[config.mk]
export PLATFORM = sky130hd
export DESIGN_NAME = conv_viterbi_codec
export DESIGN_NICKNAME = d
export VERILOG_FILES = /design/src/rtl/conv_viterbi_codec.sv
export SDC_FILE = /design/constraint.sdc
export NUM_CORES = 1
export LEC_CHECK = 0
export CAP_MARGIN = 25
export CORE_MARGIN = 1
export CORE_UTILIZATION = 61
export CTS_BUF_LIST = sky130_fd_sc_hd__clkbuf_2 sky130_fd_sc_hd__clkbuf_4 sky130_fd_sc_hd__clkbuf_8
export DETAILED_ROUTE_END_ITERATION = 12
export DONT_BUFFER_PORTS = 1
export HOLD_SLACK_MARGIN = 0.03
export PLACE_DENSITY = 0.79
export SLEW_MARGIN = 20
export SYNTH_ARGS = -nofsm -noshare
export SYNTH_HDL_FRONTEND = slang
export SYNTH_SLANG_ARGS = --single-unit
[constraint.sdc]
create_clock -name clk -period 9.3 [get_ports clk]
set_input_delay 1.395 -clock clk [delete_from_list [all_inputs] [get_ports clk]]
set_output_delay 1.395 -clock clk [all_outputs]
set_load 0.005 [all_outputs]
[src/rtl/conv_viterbi_codec.sv]
// Rate-1/2, K=3 convolutional encoder (g1=111, g0=101) and an independent
// hard-decision Viterbi decoder with register-exchange survivors.
module conv_viterbi_codec #(
    parameter int TB_DEPTH = 16,
    parameter int PM_W     = 6
) (
    input  logic       clk,
    input  logic       rst,
    input  logic       enc_enable_i,
    input  logic       enc_d_i,
    output logic       enc_valid_o,
    output logic [1:0] enc_d_o,
    input  logic       dec_enable_i,
    input  logic [1:0] dec_d_i,
    output logic       dec_valid_o,
    output logic       dec_d_o
);

    localparam int               CNT_W     = $clog2(TB_DEPTH + 2);
    localparam logic [CNT_W-1:0] FILL_DONE = CNT_W'(TB_DEPTH + 1);

    // Branch output when entering state {d,a} from predecessor {a,b}.
    function automatic logic [1:0] branch_out(input logic d, input logic a, input logic b);
        return {d ^ a ^ b, d ^ b};
    endfunction

    function automatic logic [1:0] hamming(input logic [1:0] x, input logic [1:0] y);
        logic [1:0] diff;
        diff = x ^ y;
        return {1'b0, diff[1]} + {1'b0, diff[0]};
    endfunction

    // ------------------------------------------------------------------ encoder
    logic [1:0] enc_s_q,     enc_s_d;
    logic [1:0] enc_sym_q,   enc_sym_d;
    logic       enc_valid_q, enc_valid_d;

    // Encoder next state: shift the new bit into {s1,s0} and form {c1,c0}.
    always_comb begin
        // NOTE: every next-state variable gets a default first, so no path leaves it unassigned and no latch is inferred.
        enc_s_d     = enc_s_q;
        enc_sym_d   = enc_sym_q;
        enc_valid_d = enc_enable_i;
        if (enc_enable_i) begin
            enc_sym_d = branch_out(enc_d_i, enc_s_q[1], enc_s_q[0]);
            enc_s_d   = {enc_d_i, enc_s_q[1]};
        end
    end

    // Encoder registers.
    always_ff @(posedge clk or negedge rst) begin
        if (!rst) begin
            enc_s_q     <= 2'b00;
            enc_sym_q   <= 2'b00;
            enc_valid_q <= 1'b0;
        end else begin
            // NOTE: non-blocking assignments so every flop samples pre-edge values regardless of statement order.
            enc_s_q     <= enc_s_d;
            enc_sym_q   <= enc_sym_d;
            enc_valid_q <= enc_valid_d;
        end
    end

    assign enc_valid_o = enc_valid_q;
    assign enc_d_o     = enc_sym_q;

    // ------------------------------------------------------------------ decoder
    logic [PM_W-1:0]     pm_q [4];
    logic [PM_W-1:0]     pm_d [4];
    logic [TB_DEPTH-1:0] sv_q [4];
    logic [TB_DEPTH-1:0] sv_d [4];
    logic [CNT_W-1:0]    fill_q, fill_d;
    logic                dec_bit_q, dec_bit_d;

    logic [PM_W-1:0] cand0    [4];
    logic [PM_W-1:0] cand1    [4];
    logic [PM_W-1:0] cand_min [4];
    logic            pick1    [4];
    logic [PM_W-1:0] norm_min;
    logic [PM_W-1:0] best_pm;
    logic [1:0]      best;

    // Add-compare-select per next state {d,a}; ties keep predecessor {a,0}.
    always_comb begin
        for (int s = 0; s < 4; s++) begin
            cand0[s]    = pm_q[{s[0], 1'b0}] + PM_W'(hamming(dec_d_i, branch_out(s[1], s[0], 1'b0)));
            cand1[s]    = pm_q[{s[0], 1'b1}] + PM_W'(hamming(dec_d_i, branch_out(s[1], s[0], 1'b1)));
            pick1[s]    = cand1[s] < cand0[s];
            cand_min[s] = pick1[s] ? cand1[s] : cand0[s];
        end
    end

    // Smallest new candidate (for normalization) and best current state (lowest index on ties).
    always_comb begin
        norm_min = cand_min[0];
        best_pm  = pm_q[0];
        best     = 2'd0;
        for (int s = 1; s < 4; s++) begin
            if (cand_min[s] < norm_min) norm_min = cand_min[s];
            if (pm_q[s] < best_pm) begin
                best_pm = pm_q[s];
                best    = 2'(s);
            end
        end
    end

    // Decoder next state: normalized metrics, survivor exchange, output and fill count.
    always_comb begin
        for (int s = 0; s < 4; s++) begin
            pm_d[s] = pm_q[s];
            sv_d[s] = sv_q[s];
        end
        fill_d    = fill_q;
        dec_bit_d = dec_bit_q;
        if (dec_enable_i) begin
            for (int s = 0; s < 4; s++) begin
                pm_d[s] = cand_min[s] - norm_min;
                sv_d[s] = {sv_q[{s[0], pick1[s]}][TB_DEPTH-2:0], s[1]};
            end
            dec_bit_d = sv_q[best][TB_DEPTH-1];
            if (fill_q != FILL_DONE) fill_d = fill_q + CNT_W'(1);
        end
    end

    // Decoder registers; start as if the encoder is in state 0.
    always_ff @(posedge clk or negedge rst) begin
        if (!rst) begin
            // NOTE: survivors are plain flops, not RAM, and are cleared so a mid-stream reset restarts decoding from a clean trellis.
            for (int s = 0; s < 4; s++) begin
                pm_q[s] <= (s == 0) ? '0 : PM_W'(4);
                sv_q[s] <= '0;
            end
            fill_q    <= '0;
            dec_bit_q <= 1'b0;
        end else begin
            for (int s = 0; s < 4; s++) begin
                pm_q[s] <= pm_d[s];
                sv_q[s] <= sv_d[s];
            end
            fill_q    <= fill_d;
            dec_bit_q <= dec_bit_d;
        end
    end

    assign dec_valid_o = (fill_q == FILL_DONE);
    assign dec_d_o     = dec_bit_q;

endmodule

=== Word-level counts from Yosys, hierarchy flattened ===
Index checks and enable logic that the tools add are counted.

* Flip-flop bits (word level): 97
* Latch bits: 0
* Bits in writable memories: 0
* Bits in read-only memories: 0
* Input port bits: 7
* Output and inout bits: 5
* Word-level logic and storage cells: 86
* Memories: 0

* Add/subtract/negate cells: 17
* $mul: 0
* Div/mod/pow operators: 0
* $lt $le $gt $ge: 15
* Equal/unequal tests: 2
* Shifts and indexed selects: 0
* Multiplexer cells: 27
* Bitwise gates (word level): 11
* Reductions and logical operators: 1

{| class="wikitable"
|+ Operators with widths
! operator !! count
|-
| 16-bit binary-select mux with 2-bit select || 5
|-
| 15-bit two-way mux || 8
|-
| 6-bit < comparator || 10
|-
| 6-bit two-way mux || 9
|-
| 6-bit by 2-bit adder with 6-bit output || 8
|-
| 16-bit two-way mux || 2
|-
| 6-bit subtractor || 4
|-
| 3-bit >= comparator, second input constant || 5
|-
| 2-bit inverter with 3-bit output || 3
|-
| 1-bit by 1-bit adder with 2-bit output || 4
|-
| 1-bit inverter with 3-bit output || 2
|-
| 5-bit by 1-bit adder with 5-bit output, second input constant || 1
|-
| 5-bit == test, second input constant || 1
|-
| 5-bit != test, second input constant || 1
|-
| 2-bit two-way mux || 2
|-
| 1-bit XOR || 3
|-
| 1-bit inverter || 2
|-
| 2-bit inverter || 1
|-
| 2-bit AND reduction || 1
|-
| 1-bit two-way mux || 1
|}

=== Logic depth before layout (Yosys ltp) ===
* Depth in word-level cells: 12
* Gate-level depth with buffers: 54
* Depth with buffers taken out: 52

=== Least setup slack after synthesis ===
Ideal clock, no wire load.

* Kind: input to register
* Start: input port dec_d_i[0]
* End: register pm_q[22] (netlist bit)
* Arrival time: 10.872 ns
* Required time: 9.169 ns
* Setup slack: -1.703 ns
* Cell stages on the path: 49
* Cell sequence: inv_1 -> ha_1 -> inv_1 -> ha_1 -> ha_1 -> a21oi_1 -> xnor2_1 -> inv_1 -> ha_1 -> a21o_1 -> a31oi_1 -> a31oi_1 -> o211ai_1 -> o2bb2ai_1 -> nand2_1 -> mux2_2 -> ha_1 -> inv_1 -> [13 not listed] -> mux2i_1 -> inv_1 -> ha_1 -> nor2_1 -> nand2_1 -> a311oi_1 -> a311oi_1 -> a311o_1 -> buf_2 -> a21oi_1 -> or2_2 -> clkbuf_1 -> xnor2_1 -> ha_1 -> a311oi_2 -> maj3_1 -> o2111a_1 -> or3_1

* Longest elaborated chain between the ends: 12
* Elaborated cells between the ends (all ways): 29

{| class="wikitable"
|+ RTL lines
! element !! RTL line !! text
|-
| from (decl) || 14 || <nowiki>input logic [1:0] dec_d_i,</nowiki>
|-
| 1-bit inverter (no line) / 2-bit inverter (equally long branches) || n/a ||
|-
| 1-bit by 1-bit adder with 2-bit output || 30 || <nowiki>return {1'b0, diff[1]} + {1'b0, diff[0]};</nowiki>
|-
| 6-bit by 2-bit adder with 6-bit output || 87 || <nowiki>cand1[s] = pm_q[{s[0], 1'b1}] + PM_W'(hamming(dec_d_i, branch_out(s[1], s[0], 1'b1)));</nowiki>
|-
| 6-bit < comparator || 88 || <nowiki>pick1[s] = cand1[s] < cand0[s];</nowiki>
|-
| 6-bit two-way mux || 89 || <nowiki>cand_min[s] = pick1[s] ? cand1[s] : cand0[s];</nowiki>
|-
| 6-bit < comparator || 99 || <nowiki>if (cand_min[s] < norm_min) norm_min = cand_min[s];</nowiki>
|-
| 6-bit two-way mux || 99 ||
|-
| 6-bit < comparator || 99 ||
|-
| 6-bit two-way mux || 99 ||
|-
| 6-bit < comparator || 99 ||
|-
| 6-bit two-way mux || 99 ||
|-
| 6-bit subtractor (*) || 117 || <nowiki>pm_d[s] = cand_min[s] - norm_min;</nowiki>
|-
| to (signal, indexed assignment) || 130 || <nowiki>pm_q[s] <= (s == 0) ? '0 : PM_W'(4);</nowiki>
|-
| to (signal, indexed assignment) || 137 || <nowiki>pm_q[s] <= pm_d[s];</nowiki>
|-
| to (decl) || 68 || <nowiki>logic [PM_W-1:0] pm_q [4];</nowiki>
|}

Mark *: on every way between the ends. The rest lies on a longest branch, timed or not.
A chain may end at the register's enable or synchronous reset.

=== Worst setup path in the final report ===
* Start: input port dec_d_i[1]
* End: register pm_q[10] (netlist bit)

* Longest elaborated chain between the ends: 12
* Elaborated cells between the ends (all ways): 29

{| class="wikitable"
|+ RTL lines
! element !! RTL line
|-
| 1-bit inverter (no line) / 2-bit inverter (equally long branches) || n/a
|-
| 1-bit by 1-bit adder with 2-bit output || 30
|-
| 6-bit by 2-bit adder with 6-bit output, on equally long branches || 86, 87
|-
| 6-bit < comparator || 88
|-
| 6-bit two-way mux || 89
|-
| 6-bit < comparator || 99
|-
| 6-bit two-way mux || 99
|-
| 6-bit < comparator || 99
|-
| 6-bit two-way mux || 99
|-
| 6-bit < comparator || 99
|-
| 6-bit two-way mux || 99
|-
| 6-bit subtractor (*) || 117
|}

Marked as above.

==> summary.txt <==
Layout
  • ANT cells: 0
  • Layout overhead on the synthesized area: 28.5%
  • Share of layout cells above drive strength 1: 0.305
  • Post-layout nets: 1,191
  • Design area: around 0.011 mm^2

Logic synthesis
  • Post-synth EDFFs: 0
  • Seq/Total Area, Yosys: 0.283
  • Prevailing post-synth register cell: dfrtp_1
  • Mapped Cells: around 970
  • Unique masters post-synth: slightly below 90
  • Syn avg cell area: 8.61 um^2
  • Syn nets: 1,045
  • Ys async rst share: 1.00
  • Seq cells post-synth: 94
  • Post-Syn Area: 0.00833 mm^2
  • Yosys warning count: 0

Clock network
  • CTS Buf Count: 9
  • CTS tree: done
  • Worst skew pair latency: 0.39 ns
  • Clk slew on worst S/H paths: ~0.10 ns
  • # clock sinks: 94
  • Clk Tree Root Cell: clkbuf_8
  • H-tree depth: 3
  • Cts hold-fix bufs: 0
  • Max clock buf depth: 2

Floorplan
  • Core ar.: around 0.013 mm^2
  • Horiz. Die Dim: 119 um
  • Starting Density: 0.626
  • Die Ht: 119 um
  • Num rows: 42
  • Top Ports: 12
  • Die ar.: 0.0141 mm^2

STA
  • Slew Viols, Final: 0
  • Tmin final: 9.66 ns
  • Achievable Freq: 104 MHz
  • Clock skew: approximately 0.023 ns
  • Fin crit share: 1.04
  • RSZ-0062 raised after global routing: yes
  • Final WS setup: -0.358 ns
  • Rel. slew slack: 0.352
  • Slew @ Worst Pin: 0.963 ns
  • Final count of hold timing violations: 0
  • Setup violators final: 15

Placed design
  • GP Congestion: 0.969
  • Port Buf Inserts: 0
  • DP HPWL: 16,900 um
  • Placed Area: between 0.009 and 0.01 mm^2

Detailed routing
  • Initial DRC count: 1,007
  • Routed Antenna Nets: 0
  • Drt drc: 0
  • Vias: 8,616
  • Drt wl/cell: 21.3 um
  • Vias per cell: 6.66
  • Drt pass-1 iters: 6
  • Drt total wl: 27,600 um

Run status
  • Failing checks: setup timing
  • Status: complete, but fails checks

Setup path
  • Critical Path AT: 9.96 ns
  • CP Max Fanout: 10
  • Critical Path Most Common Cell: buf_4
  • Crit path capture type: flip-flop
  • Slowest CP cell: a311oi_2
  • Worst setup SP type: input port
  • Worst path max stage delay: 0.35 ns
  • Worst EP required: 9.60 ns
  • WS Path Type: input port to flip-flop

Global routing
  • Vias in the first global route: 7,917
  • Largest net degree at the start of global routing: 150
  • Gr usage total: 0.352
  • Global-route wire length before repair: between 30,000 and 40,000 um
  • Total global routing overflow: 0
  • Initial antenna violation count: 0

Worst hold path
  • Worst hold-check path type: flip-flop to flip-flop

Run
  • # Max-Cap Violations: 0
-- stage by stage --
stage / worst slack (ns) / hold slack [ns] / cells / TNS (ns) / utilization
2_1_floorplan: -0.851 / 0.439 / 967 / -8.98 / -
3_3_place_gp: -0.380 / 0.453 / 1220 / -2.99 / 0.717
3_5_place_dp: -0.716 / 0.455 / 1220 / -7.94 / 0.717
4_1_cts: -0.00282 / 0.480 / 1278 / -0.00484 / 0.764
5_1_grt: -0.963 / 0.519 / 1294 / -15.02 / 0.805
6_report: -0.358 / 0.476 / 1294 / -3.14 / 0.805
-- critical path, delay by kind of cell --
family                     cells  cell delay [ns]
buffers and inverters         16             1.96
muxes                          2             0.44
AOI/OAI and AO/OA             17             3.60
xor gates and xnor gates       2             0.35
and+or+nand+nor                3             0.61
adders and majority gates      7             1.56
-- per-layer routing --
metal | share of wire | track usage | vias to the layer above
met3 | 0.087 | 0.0666 | 185
met2 | 0.47 | 0.581 | 516
met4 | 0.069 | 0.188 | 0
met5 | 0 | 0 | -
li1 | - | - | 3807
met1 | 0.37 | 0.437 | 4108
-- placed cells by master (no fill, tap or decap), types with 5 or more instances in the layout --
| cell type | netlist | final |
|---|---|---|
| and3_1 | 6 | 6 |
| xnor2_2 | 0 | 7 |
| mux2i_1 | 69 | 68 |
| a31oi_1 | 12 | 10 |
| clkbuf_8 | 0 | 10 |
| xor2_1 | 17 | 15 |
| a211oi_1 | 6 | 5 |
| nor2_2 | 0 | 5 |
| nor2b_1 | 16 | 15 |
| and4_1 | 5 | 5 |
| nand4_1 | 8 | 8 |
| nand3_1 | 23 | 21 |
| buf_6 | 1 | 9 |
| inv_1 | 52 | 38 |
| a21oi_2 | 1 | 5 |
| a21o_1 | 19 | 19 |
| o211ai_1 | 8 | 8 |
| o21ai_0 | 51 | 47 |
| ha_1 | 71 | 46 |
| inv_2 | 1 | 11 |
| o21a_1 | 10 | 10 |
| ha_4 | 0 | 21 |
| o21ai_1 | 4 | 6 |
| nor3_1 | 22 | 16 |
| xnor2_1 | 41 | 34 |
| nand2b_1 | 12 | 10 |
| a21oi_4 | 0 | 6 |
| dfrtp_1 | 91 | 91 |
| a21oi_1 | 98 | 88 |
| or3_1 | 8 | 8 |
| buf_4 | 1 | 169 |
| nand2_1 | 46 | 44 |
| nor2_1 | 103 | 98 |
| and2_1 | 7 | 7 |
| mux2_2 | 11 | 9 |
-- state kept, by name, summed over array words and instances, names as in the netlist --
signal / cells
fill_q: 5
enc_d_o: 2
enc_valid_o: 1
dec_d_o: 1
sv_q: 59
enc_s_q: 2
pm_q: 24
-- repair_timing --
action,CTS,global route
pin swaps,21,59
endpoints found under the setup margin,12,20
hold endpoints to repair,0,0
gates resized for setup,23,78
setup buffers,42,21
-- final cells by class --
type | count | area [um^2]
flip-flops and latches | 94 | 2360
clock inverters | 5 | 43.8
inverters | 53 | 211
fillers | 788 | 2600
multi-input cells | 777 | 6350
repair buffers | 178 | 1370
well taps | 176 | 220
clock buffers | 11 | 145
-- final timing paths --
| path | startpoint | to | slack [ns] | cells past startpoint |
|---|---|---|---|---|
| min in group asynchronous | rst | pm_q[9] | 0.69 | 0 |
| min | sv_q[0] | sv_q[0] | 0.48 | 1 |
| max reg2reg | pm_q[19] | pm_q[10] | 0.30 | 46 |
| max | dec_d_i[1] | pm_q[10] | -0.36 | 47 |
| max in group asynchronous | rst | pm_q[14] | 8.38 | 0 |
| min reg2reg | sv_q[0] | sv_q[0] | 0.48 | 1 |
-- synth_stat cells, types with 10 or more instances --
cell type / number / area [um^2]
a21o_1: 19 / 143
a21oi_1: 98 / 490
a31oi_1: 12 / 75.1
clkbuf_1: 30 / 113
dfrtp_1: 91 / 2280
ha_1: 71 / 888
inv_1: 52 / 195
mux2_2: 11 / 124
mux2i_1: 69 / 691
nand2_1: 46 / 173
nand2b_1: 12 / 75.1
nand3_1: 23 / 115
nor2_1: 103 / 387
nor2b_1: 16 / 100
nor3_1: 22 / 110
o21a_1: 10 / 75.1
o21ai_0: 51 / 255
xnor2_1: 41 / 359
xor2_1: 17 / 149
-- kinds of logic after synthesis --
group	Yosys count	synth area share
buf+inv	96	0.0454
flops	94	0.283
fa+ha+maj	76	0.113
compound gates	287	0.238
xor+xnor	59	0.0630
mux	81	0.0992
simple gates	274	0.159
Power is not shown: default switching activity piles up to over one toggle a cycle in this logic, so the estimate is an artifact.
